==> src/rtl/uart_tx_arbiter.sv <==
// Packet-atomic round-robin arbiter feeding the debug UART TX serializer.
// Grant valid one edge after a request is seen in IDLE; each byte reaches tx_data one edge after its transfer.
// req_ready only to the owner, and only while the output register is empty or being drained.
// Optional stall watchdog enabled by defining TX_ARB_TIMEOUT_EN.
module uart_tx_arbiter #(
  parameter int REQ_CNT = 3,
  parameter int TIMEOUT = 1023
) (
  input  logic                 clk,
  input  logic                 rst,
  input  logic [REQ_CNT-1:0]   req_valid,
  input  logic [8*REQ_CNT-1:0] req_data,
  input  logic [REQ_CNT-1:0]   req_last,
  output logic [REQ_CNT-1:0]   req_ready,
  output logic [7:0]           tx_data,
  output logic                 tx_valid,
  input  logic                 tx_ready,
  output logic [REQ_CNT-1:0]   grant,
  output logic                 busy,
  output logic                 abort
);

  localparam int PW = $clog2(REQ_CNT);

  typedef enum logic {IDLE, SEND} state_t;

  state_t        state, state_nxt;
  logic [PW-1:0] rr_ptr;     // first index searched at the next arbitration
  logic [PW-1:0] gidx;       // index of the current owner
  logic [PW-1:0] gidx_inc;
  logic [PW-1:0] win_idx;
  logic [PW-1:0] pos;
  logic          win_found;
  logic          tx_free;
  logic          cur_valid;
  logic          cur_last;
  logic [7:0]    cur_data;
  logic          xfer;
  logic          pkt_end;
  logic          tmo;

  assign cur_valid = req_valid[gidx];
  assign cur_last  = req_last[gidx];
  assign cur_data  = req_data[{gidx, 3'b000} +: 8];
  assign gidx_inc  = (gidx == PW'(REQ_CNT - 1)) ? '0 : gidx + 1'b1;

  // Output register can take a byte when empty or being emptied this cycle.
  assign tx_free   = ~tx_valid | tx_ready;
  assign xfer      = (state == SEND) & cur_valid & tx_free;
  assign pkt_end   = xfer & cur_last;
  assign req_ready = grant & {REQ_CNT{tx_free}};
  assign busy      = (state != IDLE) | tx_valid;

  // Round-robin search from rr_ptr upward; descending loop so the lowest offset wins.
  always_comb begin
    win_found = 1'b0;
    win_idx   = '0;
    pos       = '0;
    for (int k = REQ_CNT - 1; k >= 0; k--) begin
      pos = PW'((int'(rr_ptr) + k) % REQ_CNT);
      if (req_valid[pos]) begin
        win_found = 1'b1;
        win_idx   = pos;
      end
    end
  end

  // One-hot owner, only while a packet is in progress.
  always_comb begin
    grant = '0;
    if (state == SEND) grant[gidx] = 1'b1;
  end

`ifdef TX_ARB_TIMEOUT_EN
  logic [15:0] stall_cnt;

  assign tmo = (state == SEND) & ~xfer & (stall_cnt == 16'(TIMEOUT));

  // Counts owner-starved SEND cycles; serializer backpressure does not count.
  always_ff @(posedge clk or posedge rst) begin
    if (rst) begin
      stall_cnt <= '0;
    end else if ((state != SEND) || xfer || tmo) begin
      stall_cnt <= '0;
    end else if (!cur_valid) begin
      stall_cnt <= stall_cnt + 16'd1;
    end
  end

  // One-cycle abort pulse on the edge that drops the stalled packet.
  always_ff @(posedge clk or posedge rst) begin
    if (rst) abort <= 1'b0;
    else     abort <= tmo;
  end
`else
  assign tmo   = 1'b0;
  assign abort = 1'b0;
`endif

  // State register.
  always_ff @(posedge clk or posedge rst) begin
    if (rst) state <= IDLE;
    else     state <= state_nxt;
  end

  // Next-state: grant on any request in IDLE, release on last byte or timeout.
  always_comb begin
    state_nxt = state;
    case (state)
      IDLE:    if (win_found) state_nxt = SEND;
      SEND:    if (pkt_end || tmo) state_nxt = IDLE;
      default: state_nxt = IDLE;
    endcase
  end

  // Owner index capture and round-robin pointer advance past the finished owner.
  always_ff @(posedge clk or posedge rst) begin
    if (rst) begin
      gidx   <= '0;
      rr_ptr <= '0;
    end else begin
      if ((state == IDLE) && win_found) gidx <= win_idx;
      if (pkt_end || tmo) rr_ptr <= gidx_inc;
    end
  end

  // One-byte output register towards the serializer.
  always_ff @(posedge clk or posedge rst) begin
    if (rst) begin
      tx_data  <= 8'h00;
      tx_valid <= 1'b0;
    end else if (xfer) begin
      tx_data  <= cur_data;
      tx_valid <= 1'b1;
    end else if (tx_ready) begin
      tx_valid <= 1'b0;
    end
  end

endmodule

==> config.mk <==
export PLATFORM = sky130hd
export DESIGN_NAME = uart_tx_arbiter
export DESIGN_NICKNAME = d
export VERILOG_FILES = /design/src/rtl/uart_tx_arbiter.sv
export SDC_FILE = /design/constraint.sdc
export NUM_CORES = 1
export LEC_CHECK = 0
export CAP_MARGIN = 20
export CORE_ASPECT_RATIO = 1.25
export CORE_MARGIN = 5
export CORE_UTILIZATION = 42
export DETAILED_ROUTE_END_ITERATION = 6
export PLACE_DENSITY = 0.8
export SYNTH_ARGS = -nofsm -noshare
export SYNTH_HDL_FRONTEND = slang
export SYNTH_SLANG_ARGS = --single-unit
==> constraint.sdc <==
create_clock -name clk -period 2.2 [get_ports clk]
set_input_delay 0.33 -clock clk [delete_from_list [all_inputs] [get_ports clk]]
set_output_delay 0.33 -clock clk [all_outputs]
set_load 0.01 [all_outputs]
==> results of run 1 <==
==> state kept, by name, summed over array words and instances (netlist names) <==
| register | flops |
|---|---|
| tx_valid | 1 |
| tx_data | 8 |
| gidx | 2 |
| state | 1 |
| rr_ptr | 2 |
==> critical path, delay by kind of cell <==
kind / cells / cell delay [ns]
buffers and inverters: 2 / 0.99
AND/OR/NAND/NOR: 3 / 0.49
==> power by group through the flow <==
stage	clock, uW	sequential [uW]	combinational [uW]
2_1_floorplan	0	496	942
5_1_grt	205	549	1540
4_1_cts	192	520	1390
6_report	189	525	1420
3_5_place_dp	0	516	1370
3_3_place_gp	0	517	1340
==> worst max-delay path by stage <==
stage / end / slack (ns) / depth (start not counted)
floorplan: gidx[1] / 0.30 / 7
global placement: req_ready[2] / 0.13 / 5
detailed placement: req_ready[2] / 0.13 / 5
CTS: grant[2] / 0.01 / 2
global route: req_ready[0] / 0.03 / 3
finish: req_ready[2] / 0.07 / 5
==> stage by stage <==
stage	instance area (um2)	hold slack (ns)	instances
after global routing	1697	0.4296	204
final	1697	0.3816	204
after floorplan	1149	0.2192	121
after CTS	1675	0.4059	203
after global placement	1638	0.4997	199
after detailed placement	1638	0.4972	199
==> cell families after synthesis <==
logic type	synth area share
simple gates	0.1852
flops	0.3050
fa+ha+maj	0.04357
mux	0.2157
buf+inv	0.08169
other cells	0.003265
compound gates	0.1656
==> cell usage in the layout, fill, tap and decap left out <==
cell	instances
clkbuf_8	1
mux2_4	7
inv_1	6
ha_1	3
ha_4	1
nor2b_4	1
a21oi_1	3
dfrtp_1	12
nand2_1	13
o22ai_1	3
nand3_1	1
clkbuf_4	3
a32oi_1	1
o41ai_2	1
mux2i_1	12
nor2b_1	2
o2bb2ai_4	1
nor3_1	6
conb_1	1
a311o_1	1
a32o_1	1
or2_2	2
a41oi_1	1
a22oi_1	1
a21bo_2	1
and2_1	1
mux2_1	1
nor2_1	5
and3_1	2
and2_4	1
a31oi_1	2
buf_4	6
nand4_1	1
mux2_2	1
nor4_1	1
nand2b_1	5
o21ai_0	9
dfrtp_2	2
clkdlybuf4s50_1	48
==> final cells by class <==
type / instances / area share
repair buffers: 54 / 0.3097
flip-flops and latches: 14 / 0.2080
inverters: 6 / 0.01327
well taps: 34 / 0.02507
clock buffers: 4 / 0.02139
multi-input cells: 92 / 0.4226
==> repair_timing <==
action                                  in CTS  in global routing
pin swaps                                    0                  1
resized for setup                            1                  3
endpoints found under the setup margin       1                  7
buffers inserted                             0                  1
==> synthesized netlist by cell type, types with 3 or more instances <==
| master | number |
|---|---|
| buf_6 | 4 |
| inv_1 | 6 |
| mux2_4 | 7 |
| nor3_1 | 6 |
| nor2_1 | 5 |
| nand2b_1 | 5 |
| a21oi_1 | 3 |
| dfrtp_1 | 14 |
| nand2_1 | 13 |
| mux2i_1 | 12 |
| o22ai_1 | 3 |
| ha_1 | 4 |
| o21ai_0 | 9 |
==> metal layers <==
metal	GRT usage	wire length (um)	up-vias
li1	-	-	526
met1	0.1993	1289	499
met2	0.2731	1413	48
met3	0.05472	268	7
met4	0.1101	63	0
met5	0	0	-
==> results.json, run 1 <==
{
  "outcome": "completed",
  "dp_worst_setup_slack_ns": 0.1281,
  "fp.dieH_um": 68.47,
  "antenna_left": 0,
  "critPathArrivalTime_ns": 1.80,
  "synth.area.top_cells": "dfrtp_1 31%, mux2i_1 10%, mux2_4 9.2%, ha_1 4.4%, nand2_1 4.2%",
  "antenna_found_initial": 0,
  "holdBufCountCts": 0,
  "diodes": 0,
  "syn_inst": 121,
  "yosysSeqAreaShare": 0.3050,
  "path_common_cell": "clkdlybuf4s50_1",
  "p_comb_frac": 0.665,
  "hp-class": "in2async",
  "synth_largest_area_cell": "dfrtp_1",
  "power_frac_seq": 0.247,
  "irDropWorstVdd_mv": 0.6859,
  "final_hold_viol_count": 0,
  "cts_buffers": 3,
  "drc_errors": 0,
  "root_buffer": "clkbuf_4",
  "grt_first_pass_wirelength_mm": 5.161,
  "ys_ff_latch": 14,
  "crit_type": "in2out",
  "slew_headroom": 0.6393,
  "fin_crit_ns": 2.127,
  "cp.required_ns": 1.87,
  "grt_max_degree": 16,
  "io_pins": 50,
  "via_per_inst": 5.294,
  "cpPeakStageDelay_ns": 0.54,
  "finalPower_uw": 2129,
  "gp_congestion": 0.7479,
  "max_cap_violations": 0,
  "cts_sinks": 14,
  "start_util": 0.4328,
  "io_buffers": 48,
  "p_int_uw": 1280,
  "drv_slew": 0,
  "max_freq_mhz": 470.1,
  "ys_warn_count": 0,
  "r2r-start": "rr_ptr[1]",
  "grt_pass1_vias": 1177,
  "period_share": 0.9669,
  "cts_tree": "done",
  "cts.path.max_buffers": 2,
  "multi_input_area_um2": 716.9,
  "ys.flop_type": "dfrtp_1",
  "reg2reg_depth": 6,
  "avgRoutedWirePerCell_um": 14.88,
  "path_clk_slew_ns": 0.09,
  "critical_path.startpoint_type": "input port",
  "fin_setup_tns_ns": 0,
  "syn_nets": 158,
  "vias": 1080,
  "leakagePower_uw": 0.0007200,
  "overflow": 0,
  "critPathMaxFanout": 3,
  "worst_slack_ns": 0.07286,
  "dr.pass1.iters": 4,
  "tightest_slew_ns": 0.5405,
  "syn-mean-instance-area_um2": 9.493,
  "p_switching_uw": 849.4,
  "drive_gt1_frac": 0.1647,
  "synthArstFlopShare": 1.000,
  "p_sw_frac": 0.3989,
  "grtUsageTotal": 0.1713,
  "crit_start": "tx_ready",
  "syn_area_um2": 1149,
  "yosysTopAreaCellShare": 0.3050,
  "synth.distinct_cells": 38,
  "grt_setup_unrepaired": "false",
  "setup_viol": 0,
  "core_um2": 2654,
  "worstSetupEndpointType": "primary output",
  "cpMaxStageDelayCell": "clkdlybuf4s50_1",
  "critical_path.cell_chain": "clkdlybuf4s50_1 > nand2b_1 > and2_1 > and3_1 > clkdlybuf4s50_1",
  "power_density_nw_per_um2": 1255,
  "post-route-util": 0.6393,
  "r2r_end": "gidx[1]",
  "drtIter0Drc": 17,
  "fillCellCount": 208,
  "synth_edf_count": 0,
  "fin_nets": 208,
  "htreeDepth": 1,
  "r2r_setup_slack_ns": 0.17,
  "fin_skew_ns": 0.003401,
  "fp-row-count": 21,
  "syn_to_final_growth_pct": 47.71,
  "ff_latch_area_um2": 352.8,
  "die-area_um2": 3887,
  "die_w_um": 56.78,
  "clockPowerShare": 0.089,
  "place_hpwl_mm": 2.319,
  "clk_latency_ns": 0.28,
  "finalWirelength_mm": 3.035
}
Power figures use the tool's default switching activity.
==> inputs of run 2 (changes only) <==
--- a/config.mk
+++ b/config.mk
@@ -8,9 +8,9 @@
 export CAP_MARGIN = 20
 export CORE_ASPECT_RATIO = 1.25
 export CORE_MARGIN = 5
-export CORE_UTILIZATION = 42
+export CORE_UTILIZATION = 38
 export DETAILED_ROUTE_END_ITERATION = 6
-export PLACE_DENSITY = 0.8
+export PLACE_DENSITY = 0.76
 export SYNTH_ARGS = -nofsm -noshare
 export SYNTH_HDL_FRONTEND = slang
 export SYNTH_SLANG_ARGS = --single-unit
==> constraint.sdc (replaced) <==
create_clock -name clk -period 1.95 [get_ports clk]
set_input_delay 0.2925 -clock clk [delete_from_list [all_inputs] [get_ports clk]]
set_output_delay 0.2925 -clock clk [all_outputs]
set_load 0.01 [all_outputs]
==> run 2 against run 1 <==
  * Wire length increased by 11%
  * Global-route usage barely moved
  * Total power rose by 20%
  * Setup slack worse by 0.0013 ns
  * Cell count up 4.4%
  * Via count is 5.2% higher
  * Critical path type is now reg2reg
==> results.json, run 2 (same netlist as run 1, synthesis figures left out) <==
{
  "fin_crit_ns": 1.878,
  "place_hpwl_mm": 2.575,
  "drtIter0Drc": 44,
  "syn_to_final_growth_pct": 54.57,
  "grt_first_pass_wirelength_mm": 5.644,
  "dr.pass1.iters": 4,
  "dpl.cell_count": 206,
  "stdcell_count": 213,
  "fin_nets": 216,
  "drive_gt1_frac": 0.2260,
  "critPathArrivalTime_ns": 2.05,
  "r2r_end": "gidx[1]",
  "final_cell_mix": "43 x clkdlybuf4s50_1, 13 x nand2_1, 12 x mux2i_1, 12 x dfrtp_1, 12 x buf_4",
  "grt_pass1_vias": 1217,
  "drc_errors": 0,
  "die-area_um2": 4229,
  "period_share": 0.9633,
  "antenna_found_initial": 0,
  "clk_latency_ns": 0.29,
  "final_hold_viol_count": 0,
  "r2r_setup_slack_ns": 0.07,
  "cts_buffers": 3,
  "cpMaxStageDelayCell": "dfrtp_2",
  "tightest_slew_ns": 0.5672,
  "path_clk_slew_ns": 0.09,
  "critPathMaxFanout": 3,
  "hp-class": "in2async",
  "fin_setup_tns_ns": 0,
  "slew_headroom": 0.6214,
  "r2r-start": "rr_ptr[1]",
  "setup_viol": 0,
  "via_per_inst": 5.333,
  "io_buffers": 48,
  "antenna_left": 0,
  "crit_type": "reg2reg",
  "diodes": 0,
  "cts.path.max_buffers": 2,
  "irDropWorstVdd_mv": 0.8452,
  "cpPeakStageDelay_ns": 0.45,
  "grtUsageTotal": 0.1714,
  "reg_top3": "tx_data: 8 flops, gidx: 2 flops, rr_ptr: 2 flops",
  "core_um2": 2918,
  "cts_sinks": 14,
  "root_buffer": "clkbuf_4",
  "start_util": 0.3937,
  "finalWirelength_mm": 3.380,
  "cp.required_ns": 2.13,
  "post-route-cell-area_um2": 1775,
  "largest_register_ffs": 8,
  "overflow": 0,
  "htreeDepth": 1,
  "dpl-instance-area_um2": 1690,
  "critical_path.startpoint_type": "flop",
  "critical_path.cell_chain": "buf_6 > ha_2 > a22oi_2 > nor2_1 > o41ai_2 > mux2_1",
  "die_w_um": 59.18,
  "reg2reg_depth": 6,
  "max_cap_violations": 0,
  "power_density_nw_per_um2": 1435,
  "outcome": "completed",
  "gp_congestion": 0.8278,
  "fp.dieH_um": 71.47,
  "holdBufCountCts": 0,
  "fin_skew_ns": 0.007537,
  "fp-row-count": 22,
  "vias": 1136,
  "hold_slack_ns": 0.3616,
  "worstSetupEndpointType": "flop",
  "io_pins": 50,
  "drv_slew": 0,
  "avgRoutedWirePerCell_um": 15.87,
  "final_common_cell": "clkdlybuf4s50_1",
  "max_freq_mhz": 532.4,
  "grt_max_degree": 19,
  "leakagePower_uw": 0.0007677,
  "top_register": "tx_data",
  "cts_tree": "done"
}
run 2: routing by layer:
layer,vias up,wire length [um],GRT usage,share of wire
met4,0,40,0.06045,0.012
met3,6,301,0.05586,0.089
met5,-,0,0,0
met1,525,1296,0.1878,0.38
li1,538,-,-,-
met2,67,1742,0.3022,0.52
run 2: what timing repair did:
item / in CTS / in global routing
buffers inserted: 4 / 0
pin swaps: 2 / 3
endpoints found under the setup margin: 7 / 3
gates resized for setup: 10 / 6
cloned: 0 / 0
run 2: power breakdown:
part | total, uW | internal, uW | leakage (uW) | switching [uW]
sequential | 557 | 433 | 0.000163 | 124
combinational | 1820 | 1020 | 0.000591 | 799
clock | 170 | 71.8 | 0.0000138 | 98.3
total | 2550 | 1530 | 0.000768 | 1020
run 2: worst max path at each step:
stage	cells after the start	startpoint	to	slack [ns]
after floorplan	7	rr_ptr[0]	gidx[1]	0.05
after global placement	5	tx_ready	req_ready[2]	-0.03
after detailed placement	5	tx_ready	req_ready[2]	-0.08
after CTS	3	gidx[0]	grant[2]	0.01
after global routing	6	rr_ptr[1]	gidx[1]	-0.01
final	6	rr_ptr[1]	gidx[1]	0.07
run 2: critical path: cells and delay by family, from the launching register on:
family | cells | cell delay [ns]
muxes | 1 | 0.36
AOI/OAI and AO/OA | 2 | 0.57
adders and majority gates | 1 | 0.17
DFF | 1 | 0.45
buffers and inverters | 1 | 0.13
and+or+nand+nor | 1 | 0.09
run 2: layout make-up:
type,count,area [um2]
Timing Repair Buffer,62,595.6
Fill cell,273,1142
Clock buffer,3,22.52
Sequential cell,14,352.8
Multi-Input combinational cell,92,737.0
Inverter,6,22.52
Tap cell,36,45.04
run 2: through the flow:
| step | power [uW] | setup slack [ns] | util |
|---|---|---|---|
| detailed placement | 2244 | -0.08022 | 0.5793 |
| finish | 2549 | 0.07160 | 0.6085 |
| global route | 2729 | -0.01194 | 0.6085 |
| CTS | 2507 | 0.01342 | 0.6008 |
| floorplan | 1622 | 0.05095 | - |
| global placement | 2193 | -0.03357 | 0.5793 |
==> inputs of run 3 (changes only) <==
--- a/config.mk
+++ b/config.mk
@@ -8,9 +8,9 @@
 export CAP_MARGIN = 20
 export CORE_ASPECT_RATIO = 1.25
 export CORE_MARGIN = 5
-export CORE_UTILIZATION = 38
+export CORE_UTILIZATION = 35
 export DETAILED_ROUTE_END_ITERATION = 6
-export PLACE_DENSITY = 0.76
+export PLACE_DENSITY = 0.71
 export SYNTH_ARGS = -nofsm -noshare
 export SYNTH_HDL_FRONTEND = slang
 export SYNTH_SLANG_ARGS = --single-unit
==> run 3 against run 2 <==
  * Critical path depth is the same
  * Via count up 0.35%
  * Highest routed layer unchanged
  * Clock skew about the same
  * Largest cell class unchanged
  * Global-route usage decreased by 1.2 points
  * Hold slack improved by 0.018 ns
  * Design area grew 2.7%
==> results.json, run 3 (same netlist as run 1, synthesis figures left out) <==
{
  "outcome": "completed",
  "cts_buffers": 3,
  "antenna_left": 0,
  "holdBufCountCts": 0,
  "p_switching_uw": 1021,
  "period_share": 0.9559,
  "overflow": 0,
  "drtIter0Drc": 21,
  "finalPower_uw": 2640,
  "tightest_slew_ns": 0.5338,
  "max_freq_mhz": 536.5,
  "critPathMaxFanout": 5,
  "max_cap_violations": 0,
  "dp_worst_setup_slack_ns": -0.04182,
  "irDropWorstVdd_mv": 0.7900,
  "io_pins": 50,
  "final_common_cell": "clkdlybuf4s50_1",
  "path_clk_slew_ns": 0.06,
  "diodes": 0,
  "place_hpwl_mm": 2.532,
  "worstSetupEndpointType": "flop",
  "grtUsageTotal": 0.1597,
  "fin_nets": 218,
  "cts_tree": "done",
  "p_comb_frac": 0.708,
  "slew_headroom": 0.6438,
  "fp-row-count": 23,
  "core_um2": 3194,
  "fillCellCount": 286,
  "fin_crit_ns": 1.864,
  "cts.path.max_buffers": 2,
  "top_register": "tx_data",
  "finalWirelength_mm": 3.222,
  "power_density_nw_per_um2": 1448,
  "cts_sinks": 14,
  "via_per_inst": 5.278,
  "setup_viol": 0,
  "critical_path.startpoint_type": "flop",
  "power_frac_seq": 0.202,
  "dr.pass1.iters": 4,
  "fin_setup_tns_ns": 0,
  "cp_top_family": "compound AO/OA/AOI/OAI gates",
  "grt_first_pass_wirelength_mm": 5.478,
  "cpPeakStageDelay_ns": 0.43,
  "syn_to_final_growth_pct": 58.71,
  "leakagePower_uw": 0.0007869,
  "antenna_found_initial": 0,
  "clk_latency_ns": 0.25,
  "gp_congestion": 0.7906,
  "die-area_um2": 4535,
  "cp_num_buf_inv": 1,
  "post-route-util": 0.5707,
  "cpMaxStageDelayCell": "dfrtp_1",
  "drive_gt1_frac": 0.2179,
  "worst_slack_ns": 0.08601,
  "start_util": 0.3596,
  "largest_register_ffs": 8,
  "htreeDepth": 1,
  "root_buffer": "clkbuf_8",
  "cp.required_ns": 2.07,
  "grt_max_degree": 19,
  "vias": 1140,
  "drc_errors": 0,
  "avgRoutedWirePerCell_um": 14.92,
  "fin_skew_ns": 0.007699,
  "fp.dieH_um": 74.05,
  "critical_path.cell_chain": "buf_6 > ha_4 > a22oi_2 > nor2_2 > o41ai_2 > mux2_1",
  "drv_slew": 0,
  "crit_type": "reg2reg",
  "final_hold_viol_count": 0,
  "reg_top3": "tx_data: 8 flops, gidx: 2 flops, rr_ptr: 2 flops",
  "io_buffers": 48,
  "clockPowerShare": 0.090,
  "p_sw_frac": 0.3868,
  "die_w_um": 61.24,
  "critPathArrivalTime_ns": 1.99,
  "p_int_uw": 1619,
  "hp-class": "in2async",
  "final_cell_mix": "45 x clkdlybuf4s50_1, 14 x dfrtp_1, 14 x buf_4, 13 x nand2_1, 12 x mux2i_1",
  "grt_pass1_vias": 1239
}
run 3: area by class of cell:
class | count | area, um2 | area share
timing repair buffer | 64 | 613.1 | 0.3363
multi-input combinational | 92 | 749.5 | 0.4111
inverter | 6 | 22.52 | 0.01235
sequential | 14 | 350.3 | 0.1922
clock buffer | 3 | 41.29 | 0.02265
tap | 37 | 46.29 | 0.02539
run 3: stage by stage:
stage,area (um2),hold slack [ns],instances
3_3_place_gp,1707,0.4980,209
4_1_cts,1789,0.4070,216
6_report,1823,0.3793,216
2_1_floorplan,1149,0.1817,121
5_1_grt,1823,0.4710,216
3_5_place_dp,1707,0.4962,209
run 3: metal layers:
| metal | track usage | wire [um] | vias to the layer above |
|---|---|---|---|
| met5 | 0 | 0 | - |
| li1 | - | - | 543 |
| met4 | 0.07952 | 71 | 0 |
| met1 | 0.1750 | 1227 | 537 |
| met2 | 0.2671 | 1630 | 51 |
| met3 | 0.05729 | 293 | 9 |
run 3: final timing paths:
check	start	to	slack, ns	depth (start not counted)
min in group clk	tx_data[7]	tx_data[7]	0.51	1
min reg2reg	tx_data[7]	tx_data[7]	0.51	1
max	rr_ptr[1]	gidx[1]	0.09	6
min	rst	tx_data[6]	0.38	2
max reg2reg	rr_ptr[1]	gidx[1]	0.09	6
max in group asynchronous	rst	gidx[1]	1.21	2
run 3: worst register-to-register path: cells and delay by family, from the launching register on:
family | cells | cell delay (ns)
AOI/OAI and AO/OA | 2 | 0.58
DFF | 1 | 0.43
muxes | 1 | 0.36
adders and majority gates | 1 | 0.17
buffers and inverters | 1 | 0.14
and+or+nand+nor | 1 | 0.06
run 3: power groups by stage:
stage	Clock [uW]	Combinational, uW	Sequential (uW)
2_1_floorplan	0	1060	560
3_3_place_gp	0	1670	528
3_5_place_dp	0	1720	531
4_1_cts	244	1820	533
5_1_grt	258	2040	552
6_report	238	1870	534
run 3: timing repair:
action                     in CTS  in global routing
setup buffers                   4                  0
setup endpoints to repair       4                  2
resized for setup               6                  6
pin swaps                       2                  1
